File: src/rtl/challenge_obfuscator_tn_pkg.sv
// Shared types and helpers for the challenge obfuscator and future multi-PUF wrappers.
package challenge_obfuscator_tn_pkg;

  // Enrollment FSM: hold cells in clear, collect votes, then serve challenges.
  typedef enum logic [1:0] {
    ST_SETTLE = 2'd0,
    ST_SAMPLE = 2'd1,
    ST_READY  = 2'd2
  } state_e;

  // Widest challenge/vote vector the mapping helper handles.
  localparam int MAP_MAX_W = 64;

  // Spread NPUF votes across a cw-bit mask. Bit i uses cell k = i % npuf.
  // Even groups (i / npuf) take the vote directly; odd groups XOR it with
  // the neighbouring cell's vote so repeated groups are not plain copies.
  function automatic logic [MAP_MAX_W-1:0] mask_map(input logic [MAP_MAX_W-1:0] vote,
                                                    input int cw,
                                                    input int npuf);
    logic [MAP_MAX_W-1:0] m;
    int k;
    int g;
    m = '0;
    for (int i = 0; i < MAP_MAX_W; i++) begin
      if (i < cw) begin
        k = i % npuf;
        g = i / npuf;
        if ((g % 2) == 0) m[i] = vote[k];
        else              m[i] = vote[k] ^ vote[(k + 1) % npuf];
      end
    end
    return m;
  endfunction

endpackage

File: src/rtl/challenge_obfuscator_tn_if.sv
// Challenge in / obfuscated challenge out stream bundle.
// Handshake: a word moves when valid & ready are both 1 at a rising edge;
// the producer holds valid and data stable until that edge, and ready may
// depend combinationally on downstream ready but never on valid.
interface challenge_obfuscator_tn_if #(
  parameter int CW = 8
);
  logic          c_valid;
  logic          c_ready;
  logic [CW-1:0] c;
  logic          cb_valid;
  logic          cb_ready;
  logic [CW-1:0] c_bar;

  modport master (
    output c_valid, c, cb_ready,
    input  c_ready, cb_valid, c_bar
  );

  modport slave (
    input  c_valid, c, cb_ready,
    output c_ready, cb_valid, c_bar
  );
endinterface

File: src/rtl/challenge_obfuscator_tn_vote_counter.sv
// puf_vote_counter: per-cell saturating ones counter with majority and
// unanimity decode.
module puf_vote_counter #(
  parameter int VOTES = 7
) (
  input  logic clk,
  input  logic clear,
  input  logic cnt_clr,
  input  logic cnt_en,
  input  logic resp,
  output logic vote,
  output logic unstable
);
  localparam int CNT_W = $clog2(VOTES + 1);
  localparam logic [CNT_W-1:0] CNT_MAX = CNT_W'(VOTES);
  localparam logic [CNT_W-1:0] CNT_THR = CNT_W'(VOTES / 2 + 1);

  logic [CNT_W-1:0] cnt;

  // Count ones while sampling; stick at VOTES instead of wrapping.
  always_ff @(posedge clk or negedge clear) begin
    if (!clear)                                cnt <= '0;
    else if (cnt_clr)                          cnt <= '0;
    else if (cnt_en && resp && cnt != CNT_MAX) cnt <= cnt + CNT_W'(1);
  end

  assign vote     = (cnt >= CNT_THR);
  assign unstable = (cnt != '0) && (cnt != CNT_MAX);
endmodule

File: src/rtl/pico_puf.sv
// Behavioural stand-in for the existing pico_puf cell: responds with a fixed
// bias bit after clear is released. Real silicon replaces this module.
module pico_puf #(
  parameter bit BIAS = 1'b0
) (
  input  logic clk,
  input  logic clear,
  output logic resp
);
  // Response register, forced low while the cell is held in clear.
  always_ff @(posedge clk) begin
    resp <= clear ? 1'b0 : BIAS;
  end
endmodule

File: src/rtl/challenge_obfuscator_tn.sv
// Challenge obfuscator: enrolls NPUF pico_puf cells by majority vote, builds
// a CW-bit mask from the votes and XORs it onto a registered challenge stream.
module challenge_obfuscator_tn
  import challenge_obfuscator_tn_pkg::*;
#(
  parameter int CW     = 8,
  parameter int NPUF   = 4,
  parameter int VOTES  = 7,
  parameter int SETTLE = 4
) (
  input  logic                    clk,
  input  logic                    clear,
  input  logic                    regen,
  challenge_obfuscator_tn_if.slave s,
  output logic                    mask_valid,
  output logic [NPUF-1:0]         unstable,
  output state_e                  dbg_state
);
  localparam int PH_MAX = (SETTLE > VOTES) ? SETTLE : VOTES;
  localparam int PH_W   = $clog2(PH_MAX + 1);

  state_e          state_q, state_d;
  logic [PH_W-1:0] ph_q, ph_d;
  logic            puf_clr;
  logic            cnt_clr;
  logic            cnt_en;
  logic            mask_load;
  logic [NPUF-1:0] puf_resp;
  logic [NPUF-1:0] vote;
  logic [NPUF-1:0] unstable_w;
  logic [NPUF-1:0] unstable_q;
  logic [CW-1:0]   mask_q;
  logic            mask_valid_q;
  logic [CW-1:0]   c_bar_q;
  logic            cb_valid_q;
  logic            c_ready;
  logic            accept;

  // One PUF cell plus its vote counter per lane.
  for (genvar k = 0; k < NPUF; k++) begin : g_cell
    (* dont_touch = "true" *)
    pico_puf #(.BIAS((k % 2) == 0)) u_puf (
      .clk   (clk),
      .clear (puf_clr),
      .resp  (puf_resp[k])
    );

    puf_vote_counter #(.VOTES(VOTES)) u_cnt (
      .clk      (clk),
      .clear    (clear),
      .cnt_clr  (cnt_clr),
      .cnt_en   (cnt_en),
      .resp     (puf_resp[k]),
      .vote     (vote[k]),
      .unstable (unstable_w[k])
    );
  end

  // FSM state and phase counter registers.
  always_ff @(posedge clk or negedge clear) begin
    if (!clear) begin
      state_q <= ST_SETTLE;
      ph_q    <= '0;
    end else begin
      state_q <= state_d;
      ph_q    <= ph_d;
    end
  end

  // Next state and control strobes; regen overrides everything and restarts.
  always_comb begin
    state_d   = state_q;
    ph_d      = ph_q;
    puf_clr   = 1'b0;
    cnt_clr   = 1'b0;
    cnt_en    = 1'b0;
    mask_load = 1'b0;
    unique case (state_q)
      ST_SETTLE: begin
        puf_clr = 1'b1;
        cnt_clr = 1'b1;
        if (ph_q == PH_W'(SETTLE - 1)) begin
          state_d = ST_SAMPLE;
          ph_d    = '0;
        end else begin
          ph_d = ph_q + PH_W'(1);
        end
      end
      ST_SAMPLE: begin
        cnt_en = 1'b1;
        if (ph_q == PH_W'(VOTES - 1)) begin
          state_d = ST_READY;
          ph_d    = '0;
        end else begin
          ph_d = ph_q + PH_W'(1);
        end
      end
      ST_READY: begin
        mask_load = !mask_valid_q;
      end
      default: begin
        state_d = ST_SETTLE;
        ph_d    = '0;
      end
    endcase
    if (regen) begin
      state_d   = ST_SETTLE;
      ph_d      = '0;
      cnt_clr   = 1'b1;
      cnt_en    = 1'b0;
      mask_load = 1'b0;
    end
  end

  // Mask register: latched once per enrollment, discarded on regen.
  always_ff @(posedge clk or negedge clear) begin
    if (!clear) begin
      mask_q       <= '0;
      mask_valid_q <= 1'b0;
      unstable_q   <= '0;
    end else if (regen) begin
      mask_q       <= '0;
      mask_valid_q <= 1'b0;
    end else if (mask_load) begin
      mask_q       <= CW'(mask_map({{(MAP_MAX_W - NPUF){1'b0}}, vote}, CW, NPUF));
      mask_valid_q <= 1'b1;
      unstable_q   <= unstable_w;
    end
  end

  assign c_ready = mask_valid_q & (~cb_valid_q | s.cb_ready);
  assign accept  = s.c_valid & c_ready;

  // One-deep output register; a word accepted with regen uses the old mask.
  always_ff @(posedge clk or negedge clear) begin
    if (!clear) begin
      c_bar_q    <= '0;
      cb_valid_q <= 1'b0;
    end else if (accept) begin
      c_bar_q    <= s.c ^ mask_q;
      cb_valid_q <= 1'b1;
    end else if (s.cb_ready) begin
      cb_valid_q <= 1'b0;
    end
  end

  assign s.c_ready  = c_ready;
  assign s.cb_valid = cb_valid_q;
  assign s.c_bar    = c_bar_q;
  assign mask_valid = mask_valid_q;
  assign unstable   = unstable_q;
  assign dbg_state  = state_q;
endmodule

File: src/flat_wrapper.sv
// flat-port wrapper written by rule: the top's interface ports become plain ports
module challenge_obfuscator_tn_flat import challenge_obfuscator_tn_pkg::*;
#(
  parameter int CW     = 8,
  parameter int NPUF   = 4,
  parameter int VOTES  = 7,
  parameter int SETTLE = 4
)
  (clk, clear, regen, mask_valid, unstable, dbg_state, s_c_valid, s_c, s_cb_ready, s_c_ready, s_cb_valid, s_c_bar);
  challenge_obfuscator_tn_if #(.CW(CW)) s_i ();
  input  logic clk;
  input  logic clear;
  input  logic regen;
  output logic mask_valid;
  output logic [NPUF-1:0] unstable;
  output state_e dbg_state;
  input wire logic [$bits(s_i.c_valid)-1:0] s_c_valid;
  input wire logic [$bits(s_i.c)-1:0] s_c;
  input wire logic [$bits(s_i.cb_ready)-1:0] s_cb_ready;
  output wire logic [$bits(s_i.c_ready)-1:0] s_c_ready;
  output wire logic [$bits(s_i.cb_valid)-1:0] s_cb_valid;
  output wire logic [$bits(s_i.c_bar)-1:0] s_c_bar;
  assign s_i.c_valid = s_c_valid;
  assign s_i.c = s_c;
  assign s_i.cb_ready = s_cb_ready;
  assign s_c_ready = s_i.c_ready;
  assign s_cb_valid = s_i.cb_valid;
  assign s_c_bar = s_i.c_bar;
  challenge_obfuscator_tn #(.CW(CW), .NPUF(NPUF), .VOTES(VOTES), .SETTLE(SETTLE)) u_core (.clk(clk), .clear(clear), .regen(regen), .s(s_i), .mask_valid(mask_valid), .unstable(unstable), .dbg_state(dbg_state));
endmodule
File: config.mk
export PLATFORM = sky130hd
export DESIGN_NAME = challenge_obfuscator_tn_flat
export DESIGN_NICKNAME = d
export VERILOG_FILES = /design/src/rtl/challenge_obfuscator_tn_pkg.sv /design/src/rtl/challenge_obfuscator_tn_if.sv /design/src/rtl/challenge_obfuscator_tn_vote_counter.sv /design/src/rtl/pico_puf.sv /design/src/rtl/challenge_obfuscator_tn.sv /design/src/flat_wrapper.sv
export SDC_FILE = /design/constraint.sdc
export NUM_CORES = 1
export LEC_CHECK = 0
export CORE_MARGIN = 2
export CORE_UTILIZATION = 41
export DETAILED_ROUTE_END_ITERATION = 10
export PLACE_DENSITY = 0.63
export SKIP_LAST_GASP = 1
export SLEW_MARGIN = 10
export SYNTH_ARGS = -nofsm -noshare
export SYNTH_HDL_FRONTEND = slang
export SYNTH_SLANG_ARGS = --single-unit
File: constraint.sdc
create_clock -name clk -period 1.6 [get_ports clk]
set_input_delay 0.4 -clock clk [delete_from_list [all_inputs] [get_ports clk]]
set_output_delay 0.4 -clock clk [all_outputs]
set_load 0.005 [all_outputs]
# Word-level counts from Yosys, hierarchy flattened
# Cells that the tools add are included.
# totals
reg_bits	37
latch_bits	0
ramBits	0
mem_bits_ro	0
output_inout_bits	17
mem_count	0
# classes
add_sub_neg	3
multipliers	0
n_div	0
order_cmp	3
eq_ne	10
shift	0
mux	26
bitwise_logic	8
n_reduce_logical	17
# op_table
operator	count
2-to-1 mux 3 bit	8
2-to-1 mux 8 bit	2
2-to-1 mux 1 bit	11
adder 3 x 1 -> 3 bit, second input constant	3
greater-or-equal comparator 3 bit, second input constant	3
inequality test 3 bit, second input constant	3
one-hot mux 3 bit (3 select lines)	1
nonzero test 3 bit	3
nonzero test 2 bit	4
bitwise XOR 8 bit	1
logical AND 1 bit	6
2-to-1 mux 2 bit	3
inequality test 3 x 2 -> 1 bit, second input constant	2
one-hot mux 2 bit (3 select lines)	1
equality test 3 x 2 -> 1 bit, second input constant	1
equality test 3 bit, second input constant	1
AND reduction 3 bit	1
bitwise AND 1 bit	2
equality test 2 x 1 -> 1 bit, second input constant	1
equality test 2 bit, second input constant	1
logical NOT 2 bit	1
inequality test 2 bit, second input constant	1
NOT 1 bit	2
AND reduction 2 bit	1
other kinds (3)	4

# Longest topological paths before layout
# depth
word_depth	7
ltp_mapped	6
mapped_depth_nobuf	6

# Modules after synthesis
# From an unflattened synthesis, not the netlist that was laid out.
# hier_totals
cells_unflattened	194
hier_area_um2	2255.9
# modules_own_cells
mod	instances	cells_each	area_per_inst_um2	seq_area_each_um2
challenge_obfuscator_tn	1	106	1330.0	675.6
puf_vote_counter	4	20	214.0	75.1
pico_puf at u_core.g_cell[0].u_puf ...	2	2	23.8	20.0
pico_puf at u_core.g_cell[1].u_puf ...	2	2	11.3	0.0

# Worst setup path before layout
# OpenSTA, ideal clock, no wires.
# synth_path
path_kind	register -> register
from	reg u_core.state_q[0], in the netlist u_core.dbg_state[0]
to	reg u_core.unstable_q[0], in the netlist u_core.unstable[0]
arrival_ps	1175
required_ps	1475
setup_slack_ps	300
path_stages_with_launch	5
path_cell_list	dfrtp_1 buf_4 nand2b_4 nor3_2 mux2_2
# synth_via
elab_chain_len	4
# synth_lines
item	line_no	rtl
start: declaration	challenge_obfuscator_tn.sv:22	state_e state_q, state_d;
start signal: assignment	challenge_obfuscator_tn.sv:65	state_q <= state_d;
equality test 2 bit	challenge_obfuscator_tn.sv:78	unique case (state_q)
2-to-1 mux 1 bit	challenge_obfuscator_tn.sv:78	
2-to-1 mux 1 bit	challenge_obfuscator_tn.sv:106	if (regen) begin
AND reduction 2 bit (no line)	--	
end signal: assignment	challenge_obfuscator_tn.sv:127	unstable_q <= unstable_w;
end: declaration	challenge_obfuscator_tn.sv:31	logic [NPUF-1:0] unstable_q;
# No other way between the ends.
# A chain may end at the register's enable or synchronous reset.

# Final worst setup path
# layout_path
from	reg u_core.mask_valid_q, in the netlist u_core.mask_valid
to	out s_c_ready
# layout_via
elab_chain_len	1
# layout_lines
item	line_no	rtl
start: declaration	challenge_obfuscator_tn.sv:33	logic mask_valid_q;
start signal: assignment	challenge_obfuscator_tn.sv:119	mask_valid_q <= 1'b0;
start signal: assignment	challenge_obfuscator_tn.sv:123	mask_valid_q <= 1'b0;
start signal: assignment	challenge_obfuscator_tn.sv:126	mask_valid_q <= 1'b1;
bitwise AND 1 bit	challenge_obfuscator_tn.sv:131	assign c_ready = mask_valid_q & (~cb_valid_q | s.cb_ready);
end: declaration	flat_wrapper.sv:20	output wire logic [$bits(s_i.c_ready)-1:0] s_c_ready;
# No other way between the ends.

==> out/qor.log <==
[power_and_ir_drop] leak pwr 0.934 nW
[floorplanning] die extent in x 61.3 um
[grt] antenna violations before repair 0
[cts] cts-stage hold buffer count 0
[route] number of nets with antenna violations after detailed routing 0
[final_layout] post-route non-filler standard cell count 205
[grt] pin count of the biggest net entering global routing 26
[worst_setup_path] largest stage delay on the critical path 400 ps
[yosys] warnings from Yosys 0
[route] total vias in the final route 947
[floorplanning] Die Y 61.3 um
[grt] global-route usage over all layers 15.2%
[worst_setup_path] Arr. time, crit path 1100 ps
[sta] RSZ-0062 raised after global routing false
[power_and_ir_drop] ratio of total power to cell area 747 mW/mm2
[final_layout] synthesis-to-layout area growth 36.2%
[final_layout] final-stage net count 185
[worst_setup_path] top cell family by delay on the critical path flip-flops
[worst_setup_path] cells along the critical path buf_4 -> and2_1 -> buf_2
[cts] H-tree depth 1
[yosys] number of distinct library cell variants in the gate-level netlist after synthesis 31
[cts] source-to-sink clock delay at the later pin of the worst-skew pair 320 ps
[job] number of max-capacitance violations reported 0
[worst_setup_path] Crit-path slowest cell sky130_fd_sc_hd__dfrtp_1
[worst_setup_path] WP buf/inv 2
[placed_design] number of cells after detailed placement 194
[yosys] average cell area after synthesis 11.7 um2
[status] status finished clean
[sta] Fmax 667 MHz
[final_layout] share of the core filled with cells 59.6%
[final_layout] count of inserted antenna diode cells 0
[placed_design] placed wire-length estimate 1.84 mm
[yosys] Async SR Flop Fraction 96.2%
[placed_design] count of port buffers added during placement 27
[sta] post-route clock skew 5.75 ps
[grt] residual overflow from global routing 0
[sta] worst hold slack 418 ps
[grt] first-pass GRT wire length 4.17 mm
[yosys] largest cells by area after synthesis sky130_fd_sc_hd__dfrtp_1 46%, sky130_fd_sc_hd__ha_1 9.3%, sky130_fd_sc_hd__mux2i_1 8.2%
[cts] Clock Path Buffers 2
[route] number of iterations in the first detailed-routing pass 4
[sta] Final Critical Period 1500 ps
[cts] TritonCTS clock tree yes
[final_layout] layout cell share with drive strength beyond 1 22.4%
[final_layout] post-route design area 0.00183 mm2
[yosys] register bit count reported by yosys 26
[cts] clock-pin slew reported for the worst setup and hold paths after clock tree synthesis 140 ps
[worst_setup_path] kind of end point of the critical path primary output
[sta] final cycle utilization of the critical path 93.6%
[sta] final hold violation count 0
[worst_setup_path] Crit Path Max Fanout 2
[floorplanning] core outline area 0.00308 mm2
[final_layout] leading cell types in the layout, fill and taps excluded 23 x sky130_fd_sc_hd__dfrtp_1, 18 x sky130_fd_sc_hd__buf_4, 13 x sky130_fd_sc_hd__inv_1
[cts] number of buffers added by the clock tree synthesis step 3
[route] routed len/inst 12.1 um
[placed_design] last weighted congestion value of the routability-driven placer 0.711
[final_layout] most common cell after layout, fill and taps aside sky130_fd_sc_hd__dfrtp_1
[hold_path] worst min-delay path class in -> async
[worst_setup_path] Startpoint Class register
[sta] number of pins with negative max-slew slack in the final report 0
[yosys] fraction of the yosys area taken by sequential cells 48.0%
[grt] via count of the first global-routing pass 950
[yosys] mapped cell area 0.00135 mm2
[worst_setup_path] R2R setup slack 120 ps
[power_and_ir_drop] PnR Total Power 1.37 mW
[yosys] number of flops mapped to enable cells by yosys 0
[yosys] share of the synthesized area in the top cell type 46.5%
[yosys] Synth Flop Type sky130_fd_sc_hd__dfrtp_1
[floorplanning] I/O pin count 30
[cts] buffer type at the clock tree root sky130_fd_sc_hd__clkbuf_4
[cts] Clock Sinks 26
[route] DRC Markers 0
[route] First DRT Iteration DRCs 21
[placed_design] post-place instance area 0.00172 mm2
[power_and_ir_drop] maximum ir drop on the vdd rail 0.345 mV
[route] wire length after detailed routing 2.48 mm
[floorplanning] Std-Cell Rows 20
[worst_setup_path] data required time of the critical path 1200 ps
[floorplanning] area of the die 0.00376 mm2
[yosys] cell count after synthesis 115
[yosys] area leader, netlist sky130_fd_sc_hd__dfrtp_1
[floorplanning] initial core utilization 43.7%
[route] Vias/cell 4.62
[sta] count of endpoints failing setup in the final report 0
[worst_setup_path] critical path class reg -> out
## registers in the layout, summed over array words and instances (netlist names)
signal and count:
u_core.mask_q 2, u_core.g_cell.u_cnt.cnt 6, u_core.g_cell.u_puf.resp 1, u_core.unstable 2, u_core.s.cb_valid 1, u_core.s.c_bar 8
u_core.mask_valid 1, u_core.ph_q 3, u_core.dbg_state 2
## repair_timing
action / in CTS / in global routing
setup endpoints to repair: 14 / 5
gates resized for setup: 19 / 4
buffers inserted: 7 / 1
## cell usage after synthesis, types with 2 or more instances
master	count
sky130_fd_sc_hd__a21oi_1	3
sky130_fd_sc_hd__buf_4	3
sky130_fd_sc_hd__dfrtp_1	25
sky130_fd_sc_hd__ha_1	10
sky130_fd_sc_hd__inv_1	13
sky130_fd_sc_hd__mux2_1	8
sky130_fd_sc_hd__mux2_2	2
sky130_fd_sc_hd__mux2i_1	11
sky130_fd_sc_hd__nand2_1	10
sky130_fd_sc_hd__nor2_1	2
sky130_fd_sc_hd__nor2_2	2
sky130_fd_sc_hd__o21ai_0	2
sky130_fd_sc_hd__xor2_1	6
## path summary, 6_finish.rpt
kind,startpoint,to,cells after the start
worst max-delay path,u_core.mask_valid$_DFFE_PN0P_,s_c_ready,3
max in group asynchronous,clear,u_core.dbg_state[0]$_DFFE_PN0P_,2
worst max register to register,u_core.mask_valid$_DFFE_PN0P_,u_core.unstable[2]$_DFFE_PN0P_,5
worst min register to register,u_core.s.c_bar[7]$_DFFE_PN0P_,u_core.s.c_bar[7]$_DFFE_PN0P_,1
worst min-delay path,clear,u_core.s.cb_valid$_DFFE_PN0P_,2
min in group clk,s_cb_ready,u_core.s.cb_valid$_DFFE_PN0P_,4
## cells by family (layout without fill, tap and decap cells)
family | Yosys count | in the layout | share of synthesized area, %
other | 1 | 2 | 0.279
flip-flops | 26 | 26 | 48.0
buffers and inverters | 17 | 62 | 6.13
AO/OA/AOI/OAI | 10 | 10 | 4.74
AND/OR/NAND/NOR | 24 | 24 | 11.2
XOR/XNOR | 6 | 6 | 3.90
multiplexers | 21 | 21 | 16.5
adder cells (fa/ha/maj) | 10 | 10 | 9.29
## where the power goes
part	switching [mW]	internal (mW)	total, mW	leakage, nW
sequential	0.0228	0.699	0.722	0.342
combinational	0.0760	0.124	0.200	0.564
clock	0.195	0.253	0.448	0.0279
total	0.293	1.08	1.37	0.934
## per-layer routing
metal | track usage (%) | wire length, um | part of all wire (%) | up-vias
li1 | - | - | - | 474
met1 | 19.2 | 1160 | 47 | 445
met2 | 25.4 | 1150 | 47 | 26
met3 | 3.36 | 148 | 6.0 | 2
met4 | 5.90 | 12 | 0.48 | 0
met5 | 0 | 0 | 0 | -
## through the flow
stage / TNS (ps) / worst slack (ps)
after floorplan: 0 / 300
after global routing: 0 / 14.3
after global placement: -2700 / -360
after CTS: -9.52 / -9.52
after detailed placement: -3140 / -380
final: 0 / 102
## final cells by class
| class | instances | area, um2 |
|---|---|---|
| Fill cell | 270 | 1240 |
| Sequential cell | 26 | 648 |
| Multi-Input combinational cell | 73 | 636 |
| Timing Repair Buffer | 45 | 393 |
| Tap cell | 44 | 55.1 |
| Inverter | 13 | 48.8 |
| Clock inverter | 1 | 30.0 |
| Clock buffer | 3 | 22.5 |
## worst reg2reg max path: cells and delay by family, from the launching register on
kind	cells	cell delay, ps
flip-flops	1	400
AND/OR/NAND/NOR	1	220
buffers and inverters	3	430
multiplexers	1	350
No activity file was read; power rests on OpenSTA's default activity.
